--- config.mk ---
export PLATFORM = sky130hd
export DESIGN_NAME = tdm_mux8_tx_flat
export DESIGN_NICKNAME = d
export VERILOG_FILES = /design/src/rtl/tdm_mux8_tx_if.sv /design/src/rtl/tdm_mux8_tx.sv /design/src/flat_wrapper.sv
export SDC_FILE = /design/constraint.sdc
export NUM_CORES = 1
export LEC_CHECK = 0
export CAP_MARGIN = 20
export CORE_ASPECT_RATIO = 0.8
export CORE_UTILIZATION = 45
export DETAILED_ROUTE_END_ITERATION = 10
export HOLD_SLACK_MARGIN = 0.15
export PLACE_DENSITY_LB_ADDON = 0.12
export SLEW_MARGIN = 20
export SYNTH_ARGS = -nofsm -noshare
export SYNTH_HDL_FRONTEND = slang
export SYNTH_SLANG_ARGS = --single-unit
--- constraint.sdc ---
create_clock -name clk -period 1.8 [get_ports clk]
set_input_delay 0.36 -clock clk [delete_from_list [all_inputs] [get_ports clk]]
set_output_delay 0.36 -clock clk [all_outputs]
set_load 0.01 [all_outputs]
--- src/rtl/tdm_mux8_tx_if.sv ---
// Parallel-side handshake and serial-side slot bus of the 8-to-1 TDM transmitter.
interface tdm_mux8_tx_if;
  logic       EN;
  logic [7:0] din;
  logic       load;
  logic       ready;
  logic       Y;
  logic [2:0] sel;
  logic       valid;
  logic       frame_start;
  logic       done;

  // Channel source / test driver side.
  modport master (
    output EN, din, load,
    input  ready, Y, sel, valid, frame_start, done
  );

  // Transmitter side.
  modport slave (
    input  EN, din, load,
    output ready, Y, sel, valid, frame_start, done
  );
endinterface

--- src/rtl/tdm_mux8_tx.sv ---
// Time-division serializing transmitter: captures an 8-bit word and sends
// bit k in slot k, each slot held SLOT_CYCLES clocks, with the slot index on
// sel so the downstream 1-to-8 demux can route each bit. All outputs are
// registered; a load in the final cycle of slot 7 chains frames without a gap.
module tdm_mux8_tx #(
  parameter int unsigned SLOT_CYCLES = 1,
  parameter int unsigned NUM_CH      = 8
) (
  input  logic         clk,
  input  logic         rst_n,
  tdm_mux8_tx_if.slave bus
);

  localparam int unsigned CW = (SLOT_CYCLES > 1) ? $clog2(SLOT_CYCLES) : 1;
  localparam logic [CW-1:0] LAST_CNT = CW'(SLOT_CYCLES - 1);
  localparam logic [2:0]    LAST_SEL = 3'(NUM_CH - 1);

  typedef enum logic {IDLE, SEND} state_t;

  state_t        state_q, state_d;
  logic [7:0]    shadow_q, shadow_d;
  logic [CW-1:0] cnt_q, cnt_d;
  logic [2:0]    sel_q, sel_d;
  logic [2:0]    sel_inc;
  logic          y_q, y_d;
  logic          valid_q, valid_d;
  logic          fs_q, fs_d;
  logic          done_q, done_d;
  logic          ready_q, ready_d;

  assign sel_inc = sel_q + 3'd1;

  // State and output registers; reset returns the line to idle immediately.
  always_ff @(posedge clk or negedge rst_n) begin
    if (!rst_n) begin
      state_q  <= IDLE;
      shadow_q <= '0;
      cnt_q    <= '0;
      sel_q    <= '0;
      y_q      <= 1'b0;
      valid_q  <= 1'b0;
      fs_q     <= 1'b0;
      done_q   <= 1'b0;
      ready_q  <= 1'b1;
    end else begin
      state_q  <= state_d;
      shadow_q <= shadow_d;
      cnt_q    <= cnt_d;
      sel_q    <= sel_d;
      y_q      <= y_d;
      valid_q  <= valid_d;
      fs_q     <= fs_d;
      done_q   <= done_d;
      ready_q  <= ready_d;
    end
  end

  // Next-state and next-output logic; outputs are computed one cycle ahead
  // so that every port comes straight from a flop.
  always_comb begin
    state_d  = state_q;
    shadow_d = shadow_q;
    cnt_d    = cnt_q;
    sel_d    = sel_q;
    y_d      = y_q;
    valid_d  = valid_q;
    fs_d     = 1'b0;
    done_d   = 1'b0;

    unique case (state_q)
      IDLE: begin
        if (bus.load && bus.EN) begin
          state_d  = SEND;
          shadow_d = bus.din;
          cnt_d    = '0;
          sel_d    = '0;
          y_d      = bus.din[0];
          valid_d  = 1'b1;
          fs_d     = 1'b1;
        end else begin
          cnt_d   = '0;
          sel_d   = '0;
          y_d     = 1'b0;
          valid_d = 1'b0;
        end
      end
      SEND: begin
        if (!bus.EN) begin
          state_d = IDLE;
          cnt_d   = '0;
          sel_d   = '0;
          y_d     = 1'b0;
          valid_d = 1'b0;
        end else if (cnt_q != LAST_CNT) begin
          cnt_d = cnt_q + CW'(1);
        end else if (sel_q != LAST_SEL) begin
          cnt_d = '0;
          sel_d = sel_inc;
          y_d   = shadow_q[sel_inc];
        end else begin
          done_d = 1'b1;
          cnt_d  = '0;
          sel_d  = '0;
          if (bus.load) begin
            shadow_d = bus.din;
            y_d      = bus.din[0];
            valid_d  = 1'b1;
            fs_d     = 1'b1;
          end else begin
            state_d = IDLE;
            y_d     = 1'b0;
            valid_d = 1'b0;
          end
        end
      end
    endcase

    // Registered ready must be high in the cycle where the next load is
    // acceptable: any idle cycle, or the final cycle of the last slot.
    ready_d = (state_d == IDLE) || ((sel_d == LAST_SEL) && (cnt_d == LAST_CNT));
  end

  assign bus.Y           = y_q;
  assign bus.sel         = sel_q;
  assign bus.valid       = valid_q;
  assign bus.frame_start = fs_q;
  assign bus.done        = done_q;
  assign bus.ready       = ready_q;

endmodule

--- src/flat_wrapper.sv ---
// flat-port wrapper written by rule: the top's interface ports become plain ports
module tdm_mux8_tx_flat 
#(
  parameter int unsigned SLOT_CYCLES = 1,
  parameter int unsigned NUM_CH      = 8
)
  (clk, rst_n, bus_EN, bus_din, bus_load, bus_ready, bus_Y, bus_sel, bus_valid, bus_frame_start, bus_done);
  tdm_mux8_tx_if bus_i ();
  input  logic clk;
  input  logic rst_n;
  input wire logic [$bits(bus_i.EN)-1:0] bus_EN;
  input wire logic [$bits(bus_i.din)-1:0] bus_din;
  input wire logic [$bits(bus_i.load)-1:0] bus_load;
  output wire logic [$bits(bus_i.ready)-1:0] bus_ready;
  output wire logic [$bits(bus_i.Y)-1:0] bus_Y;
  output wire logic [$bits(bus_i.sel)-1:0] bus_sel;
  output wire logic [$bits(bus_i.valid)-1:0] bus_valid;
  output wire logic [$bits(bus_i.frame_start)-1:0] bus_frame_start;
  output wire logic [$bits(bus_i.done)-1:0] bus_done;
  assign bus_i.EN = bus_EN;
  assign bus_i.din = bus_din;
  assign bus_i.load = bus_load;
  assign bus_ready = bus_i.ready;
  assign bus_Y = bus_i.Y;
  assign bus_sel = bus_i.sel;
  assign bus_valid = bus_i.valid;
  assign bus_frame_start = bus_i.frame_start;
  assign bus_done = bus_i.done;
  tdm_mux8_tx #(.SLOT_CYCLES(SLOT_CYCLES), .NUM_CH(NUM_CH)) u_core (.clk(clk), .rst_n(rst_n), .bus(bus_i));
endmodule
# --- Yosys cells after proc, flatten, opt, wreduce, memory -nomap -nowiden ---
# Index checks and enable logic that the tools add are counted.
totals:
  ram_bits: 0
  rom_bits: 0
  elab_cells: 68
  reg_bits: 18
  latch_bits: 0
  output_inout_bits: 8
  input_bits: 12
  n_memories: 0
classes:
  muxes: 39
  shift: 0
  bitwise_logic: 3
  n_reduce_logical: 5
  add_sub_neg: 2
  div: 0
  magnitude_cmp: 1
  n_eq_ne: 9
  mul: 0
ops:
  columns: ["cell", "n"]
  rows:
  - ["$mux 8", 5]
  - ["$mux 1", 23]
  - ["$pmux 8 s2", 1]
  - ["$pmux 1 s2", 5]
  - ["$mux 3", 3]
  - ["$ne 3x3->1 const B", 3]
  - ["$ne 2x2->1 const B", 4]
  - ["$pmux 3 s2", 1]
  - ["$reduce_and 5->1", 1]
  - ["$lt 3x4->1 const B", 1]
  - ["$add 3x1->3 const B", 1]
  - ["$bmux 1 s3", 1]
  - ["$eq 3x3->1 const B", 1]
  - ["$not 1->1", 3]
  - ["$logic_and 1x1->1", 2]
  - ["$ne 2x1->1 const B", 1]
  - ["$reduce_and 2->1", 1]
  - ["$add 1x1->1 const B", 1]
  - ["$logic_or 1x1->1", 1]

# --- Logic depth before layout (Yosys ltp) ---
# Gate-level depths: netlist (run 1).
logic_depth:
  depth_word: 8
  ltp_mapped: 6
  mapped_depth_nobuf: 5

# --- Worst setup path before layout (run 1) ---
# Ideal clock, no wire load.
synth_timing:
  path_kind: "reg2reg"
  startpoint: "reg u_core.sel_q[0], in the netlist u_core.bus.sel[0]"
  endpoint: "reg u_core.shadow_q[0]"
  stages_incl_launch_ff: 7
  synth_period_minus_slack_ps: 1616
  n_path_buf: 1
  setup_slack_ps: 184
  required_time_ps: 1675
  setup_time_ps: 125
  t_arrival_ps: 1491
  cell_sequence: "dfrtp_1 -> ha_1 -> ha_1 -> nor2b_2 -> buf_6 -> nor2_8 -> mux2_2"
synth_between:
  elab_chain_cells: 3
synth_lines:
  columns: ["element", "line", "source"]
  rows:
  - ["start: declaration", "tdm_mux8_tx.sv:23", "logic [2:0] sel_q, sel_d;"]
  - ["start signal: assignment", "tdm_mux8_tx.sv:49", "sel_q <= sel_d;"]
  - ["$ne 3x3->1", "tdm_mux8_tx.sv:96", "end else if (sel_q != LAST_SEL) begin"]
  - ["$ne 2x2->1 (no source line)", null, null]
  - ["$reduce_and 5->1 (no source line)", null, null]
  - ["end signal: assignment", "tdm_mux8_tx.sv:47", "shadow_q <= shadow_d;"]
  - ["end: declaration", "tdm_mux8_tx.sv:21", "logic [7:0] shadow_q, shadow_d;"]
# No other way between the ends.
# A chain may end at the register's enable or synchronous reset.

# --- Worst setup path in the final report (run 1) ---
layout_timing:
  startpoint: "reg u_core.sel_q[0], in the netlist u_core.bus.sel[0]"
  endpoint: "out bus_sel[0]"
layout_lines:
  columns: ["element", "line", "source"]
  rows:
  - ["end: declaration", "flat_wrapper.sv:16", "output wire logic [$bits(bus_i.sel)-1:0] bus_sel;"]
# No word-level cell between the ends.

==> reports/results.txt, run 1 <==
Share of the yosys chip area belonging to registers: 0.585. The worst-case IR drop observed on VDD is 0.719 mV. From bottom edge to top edge, the die measures 38.0 um. The total wire length after detailed routing was 1.34 mm. The flow ran to the end, and the final reports show no timing, DRC or antenna violations. Using the TritonRoute via totals, the vias-per-cell ratio works out to 5.03. The via count of the first global-routing pass came out at 478. Clock-pin slew was measured on the worst setup and hold paths at 0.10 ns. The critical path data arrival time was 1.35 ns; the floorplan die width was 47.0 um. After the first detailed-routing iteration, the DRC count stood at 0. In this run, synthesis produced a sequential element count of 17. At the end of the flow, the number of nets in the layout was 90.

The critical path in this run is classified as reg -> out. The tree is rooted in a clkbuf_4. The run gives 0 as the number of hold violations in the final report. The worst clock skew on the final layout was 0.00576 ns; the fraction of layout instances using a drive strength above 1 was 0.320.

The critical path endpoint was bus_sel[0]. The run gives 1 as the number of H-tree levels. The longest clock path from root to sink contains 2 buffers. The count of inserted antenna diode cells was 0; the standby leakage power was 0.446 nW.

The slack of the worst reg-to-reg path came out at 0.19 ns. The total area inside the core boundary comes to 0.00146 mm2. At the pin with the least slew margin, the transition time is 0.244 ns. The design draws 0.791 mW. The run gives 0.187 as the global routing usage summed across all routing layers. Static timing analysis puts the maximum clock frequency at 0.584 GHz.

The largest net degree at the start of global routing was 18; the number of distinct library cells after synthesis was 19. The areal power density over the cells was 793 mW/mm2; the worst-case reg-to-reg path depth was 5. Synthesis produced a netlist with a net count of 63.

In this run the worst path has a maximum fanout of 6. The tools report the number of setup violations in the final report as 0. After layout, the worst setup slack is 0.0872 ns. The clock drives 17 sinks. In this run the core area contains 12 standard-cell rows. The library cell used most frequently in the layout, excluding fill and tap cells, is clkdlybuf4s50_1. For this run, the number of Yosys warnings is 0. Kind of start point of the critical path: a flop.

The die covers 0.00179 mm2. The share of the cycle needed by the critical path after routing works out to 0.952. In the synthesized netlist, the number of instances is 49. STA puts the critical path data required time at 1.44 ns.

The later pin in the worst-skew pair is clocked with a latency of 0.28 ns. The share of the core filled with cells is 0.685. The terminus of the critical flop-to-flop path was u_core.bus.Y$_DFF_PN0_. The tools report the startpoint of the worst register-to-register path as u_core.bus.sel[0]$_DFF_PN0_. In the layout the commonest cells are 19 x clkdlybuf4s50_1, 16 x dfrtp_1, 10 x mux2_2. Once detail routing completed, the nets flagged for antenna violations numbered 0. Across all layers, the routed design uses 483 vias. Type of destination of the critical path: an output pin. The run gives 3 as the number of buffers created by CTS. Subtracting the final worst setup slack from the clock period gives 1.71 ns.

The run gives 0 as the initial antenna violation count. A synthesized cell averages 14.9 um2. The cell area after technology mapping was 729 um2; the I/O pin count was 20. The logs give 0 for the number of setup buffers added after CTS and 0 ns for the aggregate negative setup slack.

After global routing the overflow that remains totals 0. The count of input and output buffers is 19. Setup repair after global routing left no endpoint under its margin. The logs give 0.501 for the effective utilization at floorplan and 0 for the number of pins with negative max-slew slack in the final report. The number of hold buffers added after CTS was 0; the global-route wire length before repair was 2.15 mm.

The run gives 0.747 as the placer congestion estimate. The run gives 1 as the number of optimization iterations in the first detailed-route pass. The path class of the tightest hold or removal check is in -> async. Max-cap violations in this run came to 0.

The synthesis-to-finish area growth was 36.7%. After legalization and detailed placement, the total HPWL measured 992 um. Dividing the detail-routed wire length by the instance count gives 13.9 um. The DRC violation count after routing is 0, and the worst slack at placement is 0.0896 ns. TritonCTS built the clock tree.

The most critical setup path has its startpoint at u_core.bus.sel[0]$_DFF_PN0_. The worst max-slew margin expressed relative to the limit was 0.837.
## layout make-up
class	instances	area, um2
clock inverter	1	5.00
clock buffer	3	22.5
tap	21	26.3
sequential	17	427
multi-input combinational	31	297
timing repair buffer	23	220
fill	116	459
## registers in the layout, indices dropped and copies added (netlist names)
register and flops:
u_core.shadow_q 8, u_core.bus.sel 3, u_core.bus.Y 1, u_core.bus.done 1, u_core.bus.frame_start 1, u_core.bus.ready 1, u_core.bus.valid 1, u_core.state_q 1
## metal layers
metal | vias up | wire length (um) | track usage
li1 | 229 | - | -
met1 | 238 | 589 | 0.235
met2 | 14 | 681 | 0.306
met3 | 2 | 61 | 0.0708
met4 | 0 | 7 | 0.0429
met5 | - | 0 | 0
## synthesized netlist by cell type (all sizes together)
library cell | instances | area [um2]
o21ai | 2 | 10.0
dfrtp | 16 | 400
nand3 | 2 | 10.0
and2 | 1 | 6.26
buf | 1 | 11.3
a41oi | 1 | 16.3
and3 | 3 | 18.8
nand2b | 1 | 6.26
ha | 2 | 25.0
nor2b | 1 | 8.76
o21a | 1 | 7.51
a31o | 1 | 8.76
nand3b | 1 | 7.51
mux4 | 1 | 22.5
nand2 | 2 | 7.51
dfstp | 1 | 26.3
nor2 | 2 | 23.8
mux2 | 10 | 113
## critical path: stages (launching register included)
cell and delay (ns):
dfrtp_1 0.36, buf_4 0.15, clkdlybuf4s50_1 0.55
## power by group
| group | internal (mW) | switching, mW | leakage (nW) | total (mW) |
|---|---|---|---|---|
| registers | 0.426 | 0.0202 | 0.212 | 0.446 |
| clock network | 0.0825 | 0.113 | 0.0177 | 0.195 |
| logic | 0.0945 | 0.0542 | 0.216 | 0.149 |
## worst min path at each step
stage / endpoint / start / cells past startpoint / slack, ns
global route: u_core.bus.frame_start$_DFF_PN0_ / rst_n / 2 / 0.42
CTS: u_core.bus.frame_start$_DFF_PN0_ / rst_n / 2 / 0.39
floorplan: u_core.bus.Y$_DFF_PN0_ / rst_n / 0 / 0.06
global placement: u_core.shadow_q[4]$_DFFE_PN0P_ / u_core.shadow_q[4]$_DFFE_PN0P_ / 1 / 0.48
detailed placement: u_core.shadow_q[4]$_DFFE_PN0P_ / u_core.shadow_q[4]$_DFFE_PN0P_ / 1 / 0.49
finish: u_core.bus.frame_start$_DFF_PN0_ / rst_n / 2 / 0.39
## through the flow
stage               area, um2  hold WS [ns]  std cells
floorplan                 729        0.0644         49
global placement          965         0.485         92
detailed placement        965         0.492         92
CTS                       992         0.386         96
global route              997         0.419         96
finish                    997         0.387         96
## what timing repair did
item / CTS / global route
endpoints found under the hold margin: 0 / 0
endpoints found under the setup margin: 0 / 1
resized for setup: 0 / 1
## logic make-up (layout without fill, tap and decap cells)
kind of cell             Yosys count  count (layout)  share of synthesized area
adder cells (fa/ha/maj)            2               2                     0.0343
AO/OA/AOI/OAI                      5               5                     0.0583
AND/OR/NAND/NOR                   13              13                      0.122
multiplexers                      11              11                      0.185
buffers and inverters              1              27                     0.0154
flip-flops                        17              17                      0.585
Power figures use the tool's default switching activity.
==> run 2: changes to the inputs <==
--- a/config.mk
+++ b/config.mk
@@ -7,6 +7,7 @@
 export LEC_CHECK = 0
 export CAP_MARGIN = 20
 export CORE_ASPECT_RATIO = 0.8
+export CORE_MARGIN = 3
 export CORE_UTILIZATION = 45
 export DETAILED_ROUTE_END_ITERATION = 10
 export HOLD_SLACK_MARGIN = 0.15
==> reports/results.txt, run 2 (synthesis results as in run 1) <==
The internal power of the cells totals 0.607 mW. The worst max-slew margin expressed relative to the limit was 0.842. The share of total power consumed by net switching was 0.236; the total power draw was 0.794 mW. The die covers 0.00214 mm2. Buffers inserted during clock tree synthesis total 3. The tools report the global routing usage summed across all routing layers as 0.152. The fraction of layout instances using a drive strength above 1 is 0.307, and the delay of the slowest critical-path stage is 0.54 ns. The standby leakage power was 0.443 nW. Summing all placed instances gives a cell area of 965 um2. The aggregate negative setup slack is 0 ns, and the cell row count is 12. The via count of the first global-routing pass was 523.

Once detailed placement completed, the half-perimeter wirelength came to 1.02 mm. The smallest clock period supported by the final layout is computed as 1.71 ns. The clock transition at the registers of the reported paths was 0.10 ns. Hold repair after CTS inserted 0 buffers. Once detail routing completed, the nets flagged for antenna violations numbered 0. Entering global routing, the biggest net connects 18 pins.

After floorplanning, the core was sized to cover 0.00146 mm2. The first global-routing pass estimated 2.35 mm of wire. For this block, the routed nets add up to 1.32 mm of wire.

The areal power density over the cells is 797 mW/mm2, and the effective utilization at floorplan is 0.501. The run finished with clean final reports. Setup repair after global routing left no endpoint under its margin. From synthesis to final layout, the design area changed by 36.5%. Hold is met by 0.389 ns. The top cell types in the final layout, fill and taps aside, are 19 x clkdlybuf4s50_1, 16 x dfrtp_1, 10 x mux2_2.

The repair_antennas step left the layout with diodes totalling 0. Counting both buffers and inverters, the worst setup path holds a total of 2. The category of cells accounting for the largest share of critical-path delay is buffers and inverters.

Dividing the detail-routed wire length by the instance count gives 13.8 um. For the number of H-tree levels, the log shows 1. The share of the core filled with cells is 0.684. The cell with the largest stage delay on the worst path is clkdlybuf4s50_1. The tools report the number of max-capacitance violations reported as 0. The number of setup violations in the final report is 0. The type of destination of the critical path was an output pin.

The relative contribution of combinational cells to total power was 0.186; the total via count in the routed design was 486. Summed over all nets, the switching power comes to 0.187 mW. The number of setup buffers added after CTS is 0.

The cell area after layout was 996 um2. Most common cell after layout, fill and taps aside: clkdlybuf4s50_1. The kind of start point of the critical path was a flop. The die is 51.0 um wide. In the routed design, unresolved DRC markers number 0. The number of flip-flops in the largest register works out to 8. For the worst setup path, the data arrival time is 1.35 ns. The tools report the clock network power share as 0.251. The number of placed cells counting well taps came out at 92.

The worst clock skew on the final layout came out at 0.00373 ns. For the number of buffers between clock root and the deepest sink, the log shows 2. Worst slack at placement: 0.0848 ns. The worst setup path is of the reg -> out kind.

The number of vias per cell is 5.06. The clock root buffer master is clkbuf_4. The critical path starts at u_core.bus.sel[0]$_DFF_PN0_.

The highest ir drop seen on vdd is 0.544 mV. Leaving out filler cells and counting taps, the final layout contains 96. The signal on the critical path passes through buf_4 > clkdlybuf4s50_1.

The tools report the final net count as 90. The worst setup slack after layout was 0.0932 ns; the number of hold violations in the final report was 0. The tools report the initial antenna violation count as 0. More flip-flops sit in one register than any other, and that register is u_core.shadow_q.

Gates resized during post-CTS repair numbered 0. The type of the most critical hold path is in -> async. The vertical die dimension is 42.0 um, and the count of input and output buffers is 19.

TritonCTS built the clock tree. Timing would allow up to 0.586 GHz. For this run, the detailed router's first-pass iteration total came to 4. In this run, the number of DRC markers left after iteration 0 of detailed routing was 3.

Number of pins with negative max-slew slack in the final report: 0. Sequential fraction of design power: 0.563. For the insertion delay of the later-clocked pin in the worst-skew pair, the log shows 0.28 ns.

Startpoint of the worst register-to-register path: u_core.bus.sel[0]$_DFF_PN0_. 20 I/O pins were placed. The share of the cycle needed by the critical path after routing was 0.948; the placer congestion estimate was 0.771. Along the worst path, the maximum fanout reaches 6. The overall overflow remaining after global route came out at 0. For the pin with the worst max-slew slack, the measured transition is 0.236 ns.

The total number of clock tree sinks was 17. For the data required time at the worst endpoint, the log shows 1.44 ns.
## run 2: path summary, 6_finish.rpt
| check | to | slack, ns | cells past startpoint |
|---|---|---|---|
| setup / recovery | bus_sel[0] | 0.09 | 2 |
| hold / removal | u_core.bus.sel[2]$_DFF_PN0_ | 0.39 | 2 |
| setup reg to reg | u_core.bus.Y$_DFF_PN0_ | 0.20 | 5 |
| hold reg to reg | u_core.shadow_q[4]$_DFFE_PN0P_ | 0.51 | 1 |
| max in group asynchronous | u_core.bus.ready$_DFF_PN1_ | 1.16 | 2 |
| min in group clk | u_core.shadow_q[4]$_DFFE_PN0P_ | 0.51 | 1 |
## run 2: final cells by class
class	instances	area, um2
Fill cell	120	460
Timing Repair Buffer	23	220
Clock buffer	4	26.3
Tap cell	21	26.3
Sequential cell	17	427
Multi-Input combinational cell	31	297
## run 2: metal layers
metal,share of wire,routed length [um],vias up,GRT usage
met5,0,0,-,0
met4,0.0076,10,0,0.0538
met3,0.081,107,2,0.0747
met2,0.48,641,16,0.229
met1,0.43,562,235,0.188
li1,-,-,233,-
## run 2: worst reg2reg max path, stage by stage, from the launching register on
cell	delay [ns]
dfrtp_1	0.40
ha_1	0.21
ha_1	0.36
mux4_2	0.31
nand2b_1	0.10
a41oi_2	0.10
## run 2: power groups by stage
stage	combinational [mW]	clock, mW	sequential (mW)
after floorplan	0.0803	0	0.453
after global placement	0.145	0	0.453
after detailed placement	0.148	0	0.455
after CTS	0.148	0.208	0.447
after global routing	0.163	0.227	0.455
final	0.147	0.199	0.447
